### config.mk
export PLATFORM = sky130hd
export DESIGN_NAME = demux1x2_32_buf
export DESIGN_NICKNAME = d
export VERILOG_FILES = /design/src/rtl/demux_pkg.sv /design/src/rtl/demux_fifo.sv /design/src/rtl/demux1x2_32_buf.sv
export SDC_FILE = /design/constraint.sdc
export NUM_CORES = 1
export LEC_CHECK = 0
export CORE_ASPECT_RATIO = 1.5
export CORE_MARGIN = 5
export CORE_UTILIZATION = 50
export CTS_BUF_LIST = sky130_fd_sc_hd__clkbuf_2 sky130_fd_sc_hd__clkbuf_4 sky130_fd_sc_hd__clkbuf_8
export CTS_CLUSTER_SIZE = 20
export DETAILED_ROUTE_END_ITERATION = 8
export GPL_ROUTABILITY_DRIVEN = 1
export HOLD_SLACK_MARGIN = 0.03
export PLACE_DENSITY = 0.83
export SLEW_MARGIN = 15
export SYNTH_ARGS = -nofsm -noshare
export SYNTH_HDL_FRONTEND = slang
export SYNTH_SLANG_ARGS = --single-unit
### constraint.sdc
create_clock -name clk -period 4.2 [get_ports clk]
set_input_delay 0.84 -clock clk [delete_from_list [all_inputs] [get_ports clk]]
set_output_delay 0.84 -clock clk [all_outputs]
set_load 0.005 [all_outputs]
### src/rtl/demux_pkg.sv
// Shared constants and helpers for the buffered 1:2 word demultiplexer.
package demux_pkg;

    localparam int DEF_DATA_W = 32;
    localparam int STATS_W    = 16;

    // Same select convention as the 2:1 mux: a low select means output A.
    localparam logic SEL_A = 1'b0;
    localparam logic SEL_B = 1'b1;

    function automatic logic [STATS_W-1:0] sat_inc(input logic [STATS_W-1:0] v);
        return (&v) ? v : v + 1'b1;
    endfunction

endpackage

### src/rtl/demux_fifo.sv
// Small synchronous FIFO with registered head output; full/empty derive from level.
module demux_fifo #(
    parameter  int DATA_W = 32,
    parameter  int DEPTH  = 2,
    localparam int PTR_W  = $clog2(DEPTH),
    localparam int LVL_W  = PTR_W + 1
) (
    input  logic              clk,
    input  logic              rst_n,
    input  logic              push,
    input  logic [DATA_W-1:0] push_data,
    input  logic              pop,
    output logic [DATA_W-1:0] head,
    output logic              full,
    output logic              empty,
    output logic [LVL_W-1:0]  level
);

    localparam logic [LVL_W-1:0] FULL_LVL = LVL_W'(DEPTH);

    logic [DATA_W-1:0] mem [DEPTH];
    logic [PTR_W-1:0]  wr_ptr;
    logic [PTR_W-1:0]  rd_ptr;
    logic              push_ok;
    logic              pop_ok;

    // A full FIFO refuses a push even when it pops in the same cycle.
    assign full    = (level == FULL_LVL);
    assign empty   = (level == '0);
    assign push_ok = push && !full;
    assign pop_ok  = pop && !empty;
    assign head    = mem[rd_ptr];

    always_ff @(posedge clk) begin
        if (push_ok) begin
            mem[wr_ptr] <= push_data;
        end
    end

    always_ff @(posedge clk) begin
        if (!rst_n) begin
            wr_ptr <= '0;
            rd_ptr <= '0;
            level  <= '0;
        end else begin
            if (push_ok) begin
                wr_ptr <= wr_ptr + 1'b1;
            end
            if (pop_ok) begin
                rd_ptr <= rd_ptr + 1'b1;
            end
            case ({push_ok, pop_ok})
                2'b10:   level <= level + 1'b1;
                2'b01:   level <= level - 1'b1;
                default: level <= level;
            endcase
        end
    end

endmodule

### src/rtl/demux1x2_32_buf.sv
// Buffered 1:2 demux: steers each accepted word into FIFO A or B by in_sel.
// Define DEMUX1X2_STATS_EN to add saturating per-output push counters a_cnt/b_cnt.
module demux1x2_32_buf
    import demux_pkg::*;
#(
    parameter int DATA_W = DEF_DATA_W,
    parameter int DEPTH  = 2
) (
    input  logic                     clk,
    input  logic                     rst_n,
    input  logic                     in_valid,
    output logic                     in_ready,
    input  logic [DATA_W-1:0]        in_data,
    input  logic                     in_sel,
    output logic                     a_valid,
    input  logic                     a_ready,
    output logic [DATA_W-1:0]        a_data,
    output logic                     b_valid,
    input  logic                     b_ready,
    output logic [DATA_W-1:0]        b_data,
    output logic [$clog2(DEPTH):0]   a_level,
    output logic [$clog2(DEPTH):0]   b_level
`ifdef DEMUX1X2_STATS_EN
    ,
    output logic [STATS_W-1:0]       a_cnt,
    output logic [STATS_W-1:0]       b_cnt
`endif
);

    logic a_full;
    logic b_full;
    logic a_empty;
    logic b_empty;
    logic push_a;
    logic push_b;

    // Readiness looks only at the selected FIFO, so a stalled consumer
    // never blocks words headed for the other output.
    assign in_ready = (in_sel == SEL_B) ? !b_full : !a_full;
    assign push_a   = in_valid && in_ready && (in_sel == SEL_A);
    assign push_b   = in_valid && in_ready && (in_sel == SEL_B);
    assign a_valid  = !a_empty;
    assign b_valid  = !b_empty;

    demux_fifo #(.DATA_W(DATA_W), .DEPTH(DEPTH)) u_fifo_a (
        .clk       (clk),
        .rst_n     (rst_n),
        .push      (push_a),
        .push_data (in_data),
        .pop       (a_ready),
        .head      (a_data),
        .full      (a_full),
        .empty     (a_empty),
        .level     (a_level)
    );

    demux_fifo #(.DATA_W(DATA_W), .DEPTH(DEPTH)) u_fifo_b (
        .clk       (clk),
        .rst_n     (rst_n),
        .push      (push_b),
        .push_data (in_data),
        .pop       (b_ready),
        .head      (b_data),
        .full      (b_full),
        .empty     (b_empty),
        .level     (b_level)
    );

`ifdef DEMUX1X2_STATS_EN
    always_ff @(posedge clk) begin
        if (!rst_n) begin
            a_cnt <= '0;
            b_cnt <= '0;
        end else begin
            if (push_a) begin
                a_cnt <= sat_inc(a_cnt);
            end
            if (push_b) begin
                b_cnt <= sat_inc(b_cnt);
            end
        end
    end
`endif

endmodule

==> Yosys cells after proc, flatten, opt, wreduce, memory -nomap -nowiden <==
Memory sizes are Yosys's and may differ from the RTL's. A register that Yosys moved wholly into a read port is not among the register bits.
Cells that the tools add are included.
W data, S select, Z words.
{ "totals": {"output_inout_bits": 71, "in_bits": 38, "reg_bits": 8, "word_cells": 49, "mem_bits_rw": 128, "n_memories": 2} }
{ "memory_table": {"columns": ["memory", "depth", "width", "rd", "rd_ports_with_merged_regs", "write_ports", "line", "source"], "rows": [
  ["u_fifo_a.mem", 2, 32, 1, 1, 1, "demux_fifo.sv:21", "logic [DATA_W-1:0] mem [DEPTH];"],
  ["u_fifo_b.mem", 2, 32, 1, 1, 1, "demux_fifo.sv:21", null]
]} }
{ "classes": {"bitwise": 1, "muxes": 11, "n_addsub": 8, "n_eq_ne": 6, "reduce_logical": 15} }
{ "op_table": {"columns": ["cell", "n"], "rows": [
  ["$mux W1", 9],
  ["$eq A2 B2 Y1 const B", 4],
  ["$pmux W2 S2", 2],
  ["$logic_and A1 B1 Y1", 7],
  ["$add A1 B1 Y1 const B", 4],
  ["$add A2 B1 Y2 const B", 2],
  ["$eq A2 B1 Y1 const B", 2],
  ["$logic_not A1 Y1", 4],
  ["$logic_not A2 Y1", 2],
  ["$reduce_bool A2 Y1", 2],
  ["$sub A2 B1 Y2 const B", 2],
  ["$not A1 Y1", 1]
]} }

==> Depth between registers and ports, before layout <==
Gate-level depths: netlist (run 1).
{ "logic_depth": {"ltp_word": 8, "depth_mapped": 6, "depth_no_buf": 6} }

==> Hierarchy <==
Synthesis (run 1) repeated with hierarchy kept, for this count alone.
{ "hier_totals": {"cells_unflattened": 257, "area_unflattened_um2": 5108.6} }
{ "modules_own_cells": {"columns": ["mod", "instances", "cells_per_inst", "seq_area_each_um2", "area_each_um2"], "rows": [
  ["demux_fifo", 2, 126, 2021.9, 2537.4],
  ["demux1x2_32_buf", 1, 5, 0.0, 33.8]
]} }

==> Worst setup path after synthesis (run 1) <==
Ideal clock, no wire load.
{ "synth_path": {"path_kind": "input to register", "startpoint": "input in_valid", "endpoint": "memory u_fifo_b.mem[1][0], enable pin", "t_arrival_ns": 2.538, "path_buffers": 0, "stages": 3, "required_ns": 3.779, "path_slack_ns": 1.241, "setup_ns": 0.421, "cell_sequence": "nand2_1 -> or2_2 -> nor2_1"} }
{ "synth_between": {"elab_chain_cells": 5} }
{ "synth_rtl": {"columns": ["item", "line", "source"], "rows": [
  ["start: declaration", "demux1x2_32_buf.sv:11", "input logic in_valid,"],
  ["$logic_and A1 B1 Y1 (2 in a row)", "demux1x2_32_buf.sv:41", "assign push_b = in_valid && in_ready && (in_sel == SEL_B);"],
  ["$logic_and A1 B1 Y1", "demux_fifo.sv:30", "assign push_ok = push && !full;"],
  ["$mux W1", "demux_fifo.sv:35", "if (push_ok) begin"],
  ["$mux W1 (not written as such)", "demux_fifo.sv:36", "mem[wr_ptr] <= push_data;"],
  ["end: declaration", "demux_fifo.sv:21", null]
]} }
No other way between the ends.

==> results.json, run 1 <==
{
  "cts_tree": "done",
  "power_switching_mw": 0.854,
  "synth_compound_area_share_pct": 1.18,
  "synth_top_area_cell": "edfxtp_1",
  "total_leakage_power_nw": 2.24,
  "power_density_mw_per_mm2": 537,
  "post-route-min-period_ps": 3040,
  "core_sq_mm": 0.0100,
  "via_per_inst": 5.18,
  "final_nets": 418,
  "placed_area_sq_mm": 0.00630,
  "cts_root_buffer": "clkbuf_8",
  "postCtsSetupBuffers": 0,
  "final_cell_area_sq_mm": 0.00667,
  "syn-cell-area_sq_mm": 0.00507,
  "area_delta_synth_final_pct": 31.4,
  "yosysUniqueCellTypes": 20,
  "pwr-share-seq_pct": 49.2,
  "synthTopCellsByArea": "edfxtp_1, mux2_2, dfxtp_1",
  "worstHoldPathCells": 2,
  "die_w_microns": 92.2,
  "synthSimpleGateAreaFrac_pct": 2.22,
  "hold_violations": 0,
  "synth_top_area_share_pct": 75.8,
  "antenna_found_initial": 0,
  "report.final.slew_viol_count": 0,
  "io_buffers": 108,
  "synthAdderAreaFrac_pct": 0.493,
  "place_congestion": 0.800,
  "synthArstFlopShare_pct": 0,
  "required_ps": 3360,
  "drv_cap": 0,
  "worstSetupPathType": "reg2out",
  "tns_ps": 0,
  "antennaDiodeCount": 0,
  "fin_ws_ps": 1160,
  "grt_max_degree": 33,
  "dp_slack_ps": 1090,
  "reg2regPathDepth": 4,
  "post-synth-top-count-cell": "edfxtp_1",
  "postCtsHoldBufs": 0,
  "rsz0062_at_grt": "no",
  "timing.final.crit_share_pct": 72.4,
  "slew-limit-headroom_pct": 31.8,
  "routedWlPerCell_microns": 18.9,
  "drc": 0,
  "h-tree-depth": 4,
  "cp-start-kind": "flip-flop",
  "comb_power_share_pct": 24.2,
  "dieArea_sq_mm": 0.0123,
  "clkLatencyLatePin_ps": 420,
  "clock_power_share_pct": 26.6,
  "clk_path_buf_depth": 2,
  "dp_hpwl_microns": 6350,
  "total_power_mw": 3.58,
  "critical_path.max_fanout": 32,
  "dr.first_iter.drc_count": 128,
  "switching_share_pct": 23.9,
  "rrSetupSlack_ps": 2020,
  "ys.warnings.count": 0,
  "fp-row-count": 45,
  "cts_resized": 0,
  "cts.sinks": 138,
  "arrival_ps": 2200,
  "grt_usage_pct": 16.5,
  "reg2reg_from": "u_fifo_a.level[0]",
  "avgSynthCellArea_sq_um": 19.8,
  "io_pins": 109,
  "via_count": 2633,
  "run_status": "completed",
  "synthCells": 256,
  "routed_wl_microns": 9580,
  "syn_nets": 296,
  "initial_core_util_pct": 50.6,
  "synth_seq_cells": 138,
  "hold-worst-slack_ps": 497,
  "min-delay-start": "u_fifo_b.wr_ptr",
  "grt_pass1_vias": 2873,
  "yosys_most_used_dff": "edfxtp_1",
  "synthTopCellsByCount": "edfxtp_1, mux2_2, dfxtp_1, nor2_1, buf_2",
  "ys_seq_area_share_pct": 79.7,
  "synthXorXnorAreaFrac_pct": 1.04,
  "synth_edf_count": 128,
  "overflow": 0,
  "die_h_microns": 133,
  "holdCritPathClass": "reg2reg",
  "drt_first_pass_iters": 4,
  "drive_gt1_share_pct": 26.1,
  "skew_ps": 10.8,
  "end_kind": "primary output",
  "synthMuxAreaShare_pct": 14.2,
  "drtAntennaViolNets": 0,
  "cts_inserted_buffers": 17,
  "max_freq_mhz": 329,
  "setup_viol_count_final": 0,
  "worstMarginPinSlew_ps": 1020,
  "peakVddDrop_mv": 0.429,
  "synth_top_family_by_area": "multiplexers",
  "grt_first_pass_wirelength_microns": 14900,
  "internal_power_mw": 2.73,
  "clk_pin_slew_ps": 70
}
through the flow:
stage	std cells	utilization, %
after floorplan	256	-
after global placement	476	62.9
after detailed placement	476	62.9
after CTS	508	66.5
after global routing	508	66.5
final	508	66.5
cell families (layout without fill, tap and decap cells):
family	Yosys count	after routing
compound gates	11	11
simple gates	22	22
fa+ha+maj	2	2
buf+inv	13	148
mux	64	64
flops	138	138
xor+xnor	6	6
registers in the layout, indices dropped and copies added, names as in the netlist, named ones only:
name / count
u_fifo_a.rd_ptr: 1
u_fifo_b.mem: 64
u_fifo_a.mem: 64
u_fifo_b.wr_ptr: 1
u_fifo_a.level: 2
u_fifo_a.wr_ptr: 1
u_fifo_b.rd_ptr: 1
u_fifo_b.level: 2
path summary, 6_finish.rpt:
kind,endpoint
worst max-delay path,a_data[18]
worst min-delay path,u_fifo_b.wr_ptr
worst max register to register,u_fifo_a.mem[0][11]
worst min register to register,u_fifo_b.wr_ptr
metal layers:
metal,GRT usage [%],vias up,part of all wire (%)
met5,0,-,0
met4,7.19,0,1.7
met3,6.33,12,5.3
met2,27.6,92,54
met1,18.8,1304,39
li1,-,1225,-
critical path, cell delays in order, from the launching register on:
cell and delay, ps:
dfxtp_2 870, mux2_2 440, clkdlybuf4s50_1 450
cells in the final DEF (no fill, tap or decap), drive strengths merged:
master / count
dfxtp: 10
nand2b: 3
xnor2: 4
o21ai: 4
ha: 2
or3: 4
or2: 3
a21oi: 5
inv: 4
xor2: 2
nand2: 1
clkinv: 4
o21a: 2
buf: 3
clkdlybuf4s50: 108
clkbuf: 29
edfxtp: 128
nor2b: 2
nor2: 9
mux2: 64
final cells by class:
type	instances	area, sq um
inverters	5	18.8
flip-flops and latches	138	4050
fillers	677	3360
clock inverters	3	15.0
multi-input cells	105	986
well taps	117	146
repair buffers	111	1100
clock buffers	29	349
power by group through the flow:
| stage | Combinational, mW | Clock (mW) | Sequential [mW] |
|---|---|---|---|
| floorplan | 0.453 | 0 | 1.69 |
| global placement | 0.865 | 0 | 1.78 |
| detailed placement | 0.873 | 0 | 1.79 |
| CTS | 0.883 | 0.971 | 1.76 |
| global route | 0.928 | 1.03 | 1.78 |
| finish | 0.867 | 0.952 | 1.76 |
Power figures use the tool's default switching activity.
==> run 2: changes to the inputs <==
- clock period: 4.2 -> 3.1 ns (I/O delays scaled with it)
==> run 2 against run 1 <==
  * Combinational power grew 46%
  * First-iteration DRC count shrank 15%
  * Register-to-register slack lost 710 ps
  * Utilization grew 1.1 points
  * Design area grew 1.7%
  * Sequential cell count is the same
  * Clock power grew 47%
  * Critical path depth grew 1
  * Sequential power grew 32%
  * Setup slack lost 830 ps
  * Clock-buffer cell count shrank 8
  * Largest cell class unchanged
==> results.json, run 2 (synthesized netlist as in run 1, its figures left out) <==
{
  "run_status": "completed",
  "drtAntennaViolNets": 0,
  "dieArea_sq_mm": 0.0123,
  "dr.first_iter.drc_count": 109,
  "antennaDiodeCount": 0,
  "required_ps": 2480,
  "drv_cap": 0,
  "tns_ps": 0,
  "postCtsHoldBufs": 0,
  "end_kind": "primary output",
  "cts_root_buffer": "clkbuf_8",
  "worstSetupPathType": "reg2out",
  "skew_ps": 12.6,
  "post-route-min-period_ps": 2770,
  "final_cell_mix": "edfxtp_1, clkdlybuf4s50_1, mux2_2",
  "max_freq_mhz": 361,
  "cts_inserted_buffers": 17,
  "drive_gt1_share_pct": 27.4,
  "initial_core_util_pct": 50.6,
  "fp-row-count": 45,
  "reg2reg_from": "u_fifo_b.level[0]",
  "worstMarginPinSlew_ps": 494,
  "dp_hpwl_microns": 6380,
  "io_buffers": 108,
  "via_count": 2667,
  "area_delta_synth_final_pct": 33.7,
  "total_leakage_power_nw": 2.28,
  "cts.sinks": 138,
  "grt_usage_pct": 16.8,
  "routedWlPerCell_microns": 18.8,
  "rsz0062_at_grt": "no",
  "grt_pass1_vias": 2920,
  "final_nets": 425,
  "place_congestion": 0.731,
  "via_per_inst": 5.18,
  "routed_wl_microns": 9680,
  "setup_viol_count_final": 0,
  "cts_tree": "done",
  "die_h_microns": 133,
  "dp_slack_ps": 671,
  "clk_pin_slew_ps": 70,
  "peakVddDrop_mv": 0.434,
  "arrival_ps": 2150,
  "clk_path_buf_depth": 2,
  "hold_violations": 0,
  "drt_first_pass_iters": 4,
  "die_w_microns": 92.2,
  "slew-limit-headroom_pct": 67.1,
  "drc": 0,
  "holdCritPathClass": "reg2reg",
  "report.final.slew_viol_count": 0,
  "power_density_mw_per_mm2": 738,
  "core_sq_mm": 0.0100,
  "h-tree-depth": 4,
  "critical_path.max_fanout": 19,
  "fin_ws_ps": 328,
  "fin_util_pct": 67.6,
  "cp-start-kind": "flip-flop",
  "grt_first_pass_wirelength_microns": 15100,
  "antenna_found_initial": 1,
  "overflow": 0,
  "grt_max_degree": 33,
  "io_pins": 109,
  "total_power_mw": 5.00,
  "timing.final.crit_share_pct": 89.4,
  "hold-worst-slack_ps": 490,
  "postCtsSetupBuffers": 0,
  "min-delay-start": "u_fifo_a.wr_ptr",
  "clkLatencyLatePin_ps": 430,
  "final_common_cell": "edfxtp_1",
  "top_regs": "u_fifo_a.mem (64), u_fifo_b.mem (64)",
  "fill_cells": 704,
  "cts_resized": 0
}
-- run 2: cell count changes in the layout (fill, tap and decap cells not counted) --
cell | before | now
clkinvlp_4 | 0 | 4
clkbuf_4 | 8 | 2
clkinv_4 | 0 | 2
bufinv_16 | 0 | 2
buf_12 | 0 | 2
clkbuf_8 | 21 | 19
buf_4 | 3 | 8
-- run 2: worst max-delay path: stages, from the launching register on --
cell             delay, ps
dfxtp_2                640
buf_4                  270
mux2_2                 360
clkdlybuf4s50_1        460
-- run 2: worst paths after layout --
kind | slack, ps | cells after the start | endpoint
worst max-delay path | 330 | 3 | a_data[20]
worst min register to register | 490 | 2 | u_fifo_a.wr_ptr
worst max register to register | 1310 | 5 | u_fifo_b.level[1]
worst min-delay path | 490 | 2 | u_fifo_a.wr_ptr
-- run 2: layout make-up --
class,count,area [sq um],share of cell area [%]
Clock inverter,11,123,1.81
Clock buffer,21,277,4.08
Inverter,5,18.8,0.277
Sequential cell,138,4050,59.7
Tap cell,117,146,2.16
Timing Repair Buffer,118,1180,17.4
Multi-Input combinational cell,105,986,14.5
-- run 2: where the power goes --
part	total [mW]	internal, mW	leakage (nW)	switching (mW)
registers	2.33	2.20	1.26	0.130
clock network	1.40	0.772	0.195	0.629
logic	1.27	0.823	0.826	0.450
-- run 2: through the flow --
stage | instances | instance area (sq um)
global route | 515 | 6780
detailed placement | 483 | 6380
CTS | 515 | 6780
global placement | 483 | 6380
floorplan | 256 | 5070
finish | 515 | 6780
-- run 2: metal layers --
layer / GRT usage [%] / up-vias / wire [microns]
met5: 0 / - / 11
met4: 6.45 / 2 / 174
met3: 6.50 / 13 / 535
met2: 30.0 / 83 / 5320
met1: 17.6 / 1322 / 3640
li1: - / 1247 / -
==> run 3: changes to the inputs <==
- ABC_CLOCK_PERIOD_IN_PS: unset -> 2310
- CORE_UTILIZATION: 50 -> 47
- PLACE_DENSITY: 0.83 -> 0.82
- clock period: 3.1 -> 2.31 ns (I/O delays scaled with it)
==> run 3 against run 2 <==
  * Sequential power grew 31%
  * Global-route usage shrank 0.72 points
  * First-iteration DRC count grew 1.8%
  * Critical path depth is the same
  * Routed wire length grew 5.4%
  * Non-clock buffer count grew 10
  * Highest routed layer is now met4
==> results.json, run 3 (synthesized netlist as in run 1, its figures left out) <==
{
  "top_regs": "u_fifo_a.mem (64), u_fifo_b.mem (64)",
  "rsz0062_at_grt": "yes",
  "run_status": "completed",
  "peakVddDrop_mv": 0.625,
  "clkLatencyLatePin_ps": 420,
  "placed_area_sq_mm": 0.00644,
  "drv_cap": 0,
  "fin_ws_ps": 5.24,
  "worstSetupPathType": "reg2out",
  "pwr-share-seq_pct": 43.4,
  "internal_power_mw": 5.36,
  "routed_wl_microns": 10200,
  "place_inst": 509,
  "max_freq_mhz": 434,
  "holdCritPathClass": "reg2reg",
  "drc": 0,
  "grt_first_pass_wirelength_microns": 15000,
  "place_congestion": 0.778,
  "dieArea_sq_mm": 0.0130,
  "cts.sinks": 138,
  "hold-worst-slack_ps": 497,
  "rrSetupSlack_ps": 550,
  "drt_first_pass_iters": 5,
  "comb_power_share_pct": 28.0,
  "fp-row-count": 46,
  "die_w_microns": 94.8,
  "worstMarginPinSlew_ps": 294,
  "core_sq_mm": 0.0106,
  "register_area_sq_mm": 0.00405,
  "total_power_mw": 7.05,
  "fin_util_pct": 66.8,
  "critical_path.max_fanout": 13,
  "antennaDiodeCount": 0,
  "dp_slack_ps": 52.1,
  "final_cell_area_sq_mm": 0.00707,
  "total_leakage_power_nw": 2.60,
  "post-route-min-period_ps": 2300,
  "report.final.slew_viol_count": 0,
  "switching_share_pct": 23.9,
  "timing.final.crit_share_pct": 99.8,
  "clock_power_share_pct": 28.5,
  "max_stage_delay_ps": 470,
  "power_density_mw_per_mm2": 997,
  "clk_path_buf_depth": 2,
  "io_pins": 109,
  "hold_violations": 0,
  "grt_usage_pct": 16.0,
  "drive_gt1_share_pct": 29.2,
  "fin_cells": 552,
  "die_h_microns": 137,
  "path_buf_inv": 2,
  "area_delta_synth_final_pct": 39.4,
  "initial_core_util_pct": 47.9,
  "final_common_cell": "edfxtp_1",
  "power_switching_mw": 1.69,
  "clk_pin_slew_ps": 70,
  "cp-start-kind": "flip-flop",
  "routedWlPerCell_microns": 18.5,
  "path_cells": "buf_4, mux2_2, clkdlybuf4s50_1",
  "setup_viol_count_final": 0,
  "grt_pass1_vias": 2898,
  "dp_hpwl_microns": 6310,
  "cts_tree": "done",
  "skew_ps": 6.95,
  "tns_ps": 0,
  "via_count": 2684,
  "cts_inserted_buffers": 17,
  "io_buffers": 108,
  "required_ps": 1850,
  "grt_max_degree": 33,
  "fill_cells": 740,
  "slew-limit-headroom_pct": 80.3,
  "arrival_ps": 1840,
  "via_per_inst": 4.86,
  "antenna_found_initial": 0,
  "multi_input_area_sq_um": 990,
  "crit_family": "buffers and inverters",
  "cp_slowest_cell": "clkdlybuf4s50_1",
  "end_kind": "primary output",
  "drtAntennaViolNets": 0,
  "h-tree-depth": 4,
  "final_nets": 435,
  "cts_root_buffer": "clkbuf_8",
  "dr.first_iter.drc_count": 111,
  "overflow": 0,
  "final_cell_mix": "edfxtp_1, clkdlybuf4s50_1, mux2_2"
}
==> run 3: cell types whose count changed in the layout (fill, tap and decap cells not counted), moves of 3 or more <==
| cell | previous run | this run |
|---|---|---|
| dlymetal6s2s_1 | 0 | 25 |
| clkdlybuf4s50_1 | 108 | 80 |
| buf_4 | 8 | 11 |
| buf_12 | 2 | 5 |
| dlygate4sd2_1 | 0 | 3 |
==> run 3: worst paths after layout <==
kind / startpoint / end / cells past startpoint
setup / recovery: flip-flop / a_data[11] / 3
hold / removal: u_fifo_a.wr_ptr / u_fifo_a.wr_ptr / 2
setup reg to reg: u_fifo_b.level[0] / u_fifo_b.level[1] / 6
hold reg to reg: u_fifo_a.wr_ptr / u_fifo_a.wr_ptr / 2
==> run 3: power groups by stage <==
stage	Clock [mW]	Sequential [mW]	Combinational (mW)
5_1_grt	2.17	3.09	2.11
3_3_place_gp	0	3.07	1.81
4_1_cts	2.05	3.05	1.90
6_report	2.01	3.06	1.97
3_5_place_dp	0	3.09	1.84
2_1_floorplan	0	3.06	0.826
==> run 3: tightest hold or removal path, stage by stage (launching register included) <==
cell and delay [ps]:
dfxtp_1 320, o21ai_0 70, a21oi_1 60
==> run 3: area by class of cell <==
cell class	count	area share, %
well taps	144	2.55
flip-flops and latches	138	57.3
inverters	5	0.265
clock buffers	18	3.42
clock inverters	14	2.53
multi-input cells	105	14.0
repair buffers	128	20.0
==> run 3: repair_timing <==
item	4_1_cts	5_1_grt
resized for setup	7	26
buffers inserted	0	8
gates cloned	1	2
hold buffers	0	0
endpoints found under the setup margin	43	51
endpoints found under the hold margin	0	0
==> run 3: routing by layer <==
layer / track usage, % / routed length (microns) / up-vias
met1: 16.7 / 3810 / 1321
met2: 29.4 / 5730 / 79
met5: 0 / 0 / -
met4: 7.46 / 180 / 0
li1: - / - / 1268
met3: 4.48 / 488 / 16
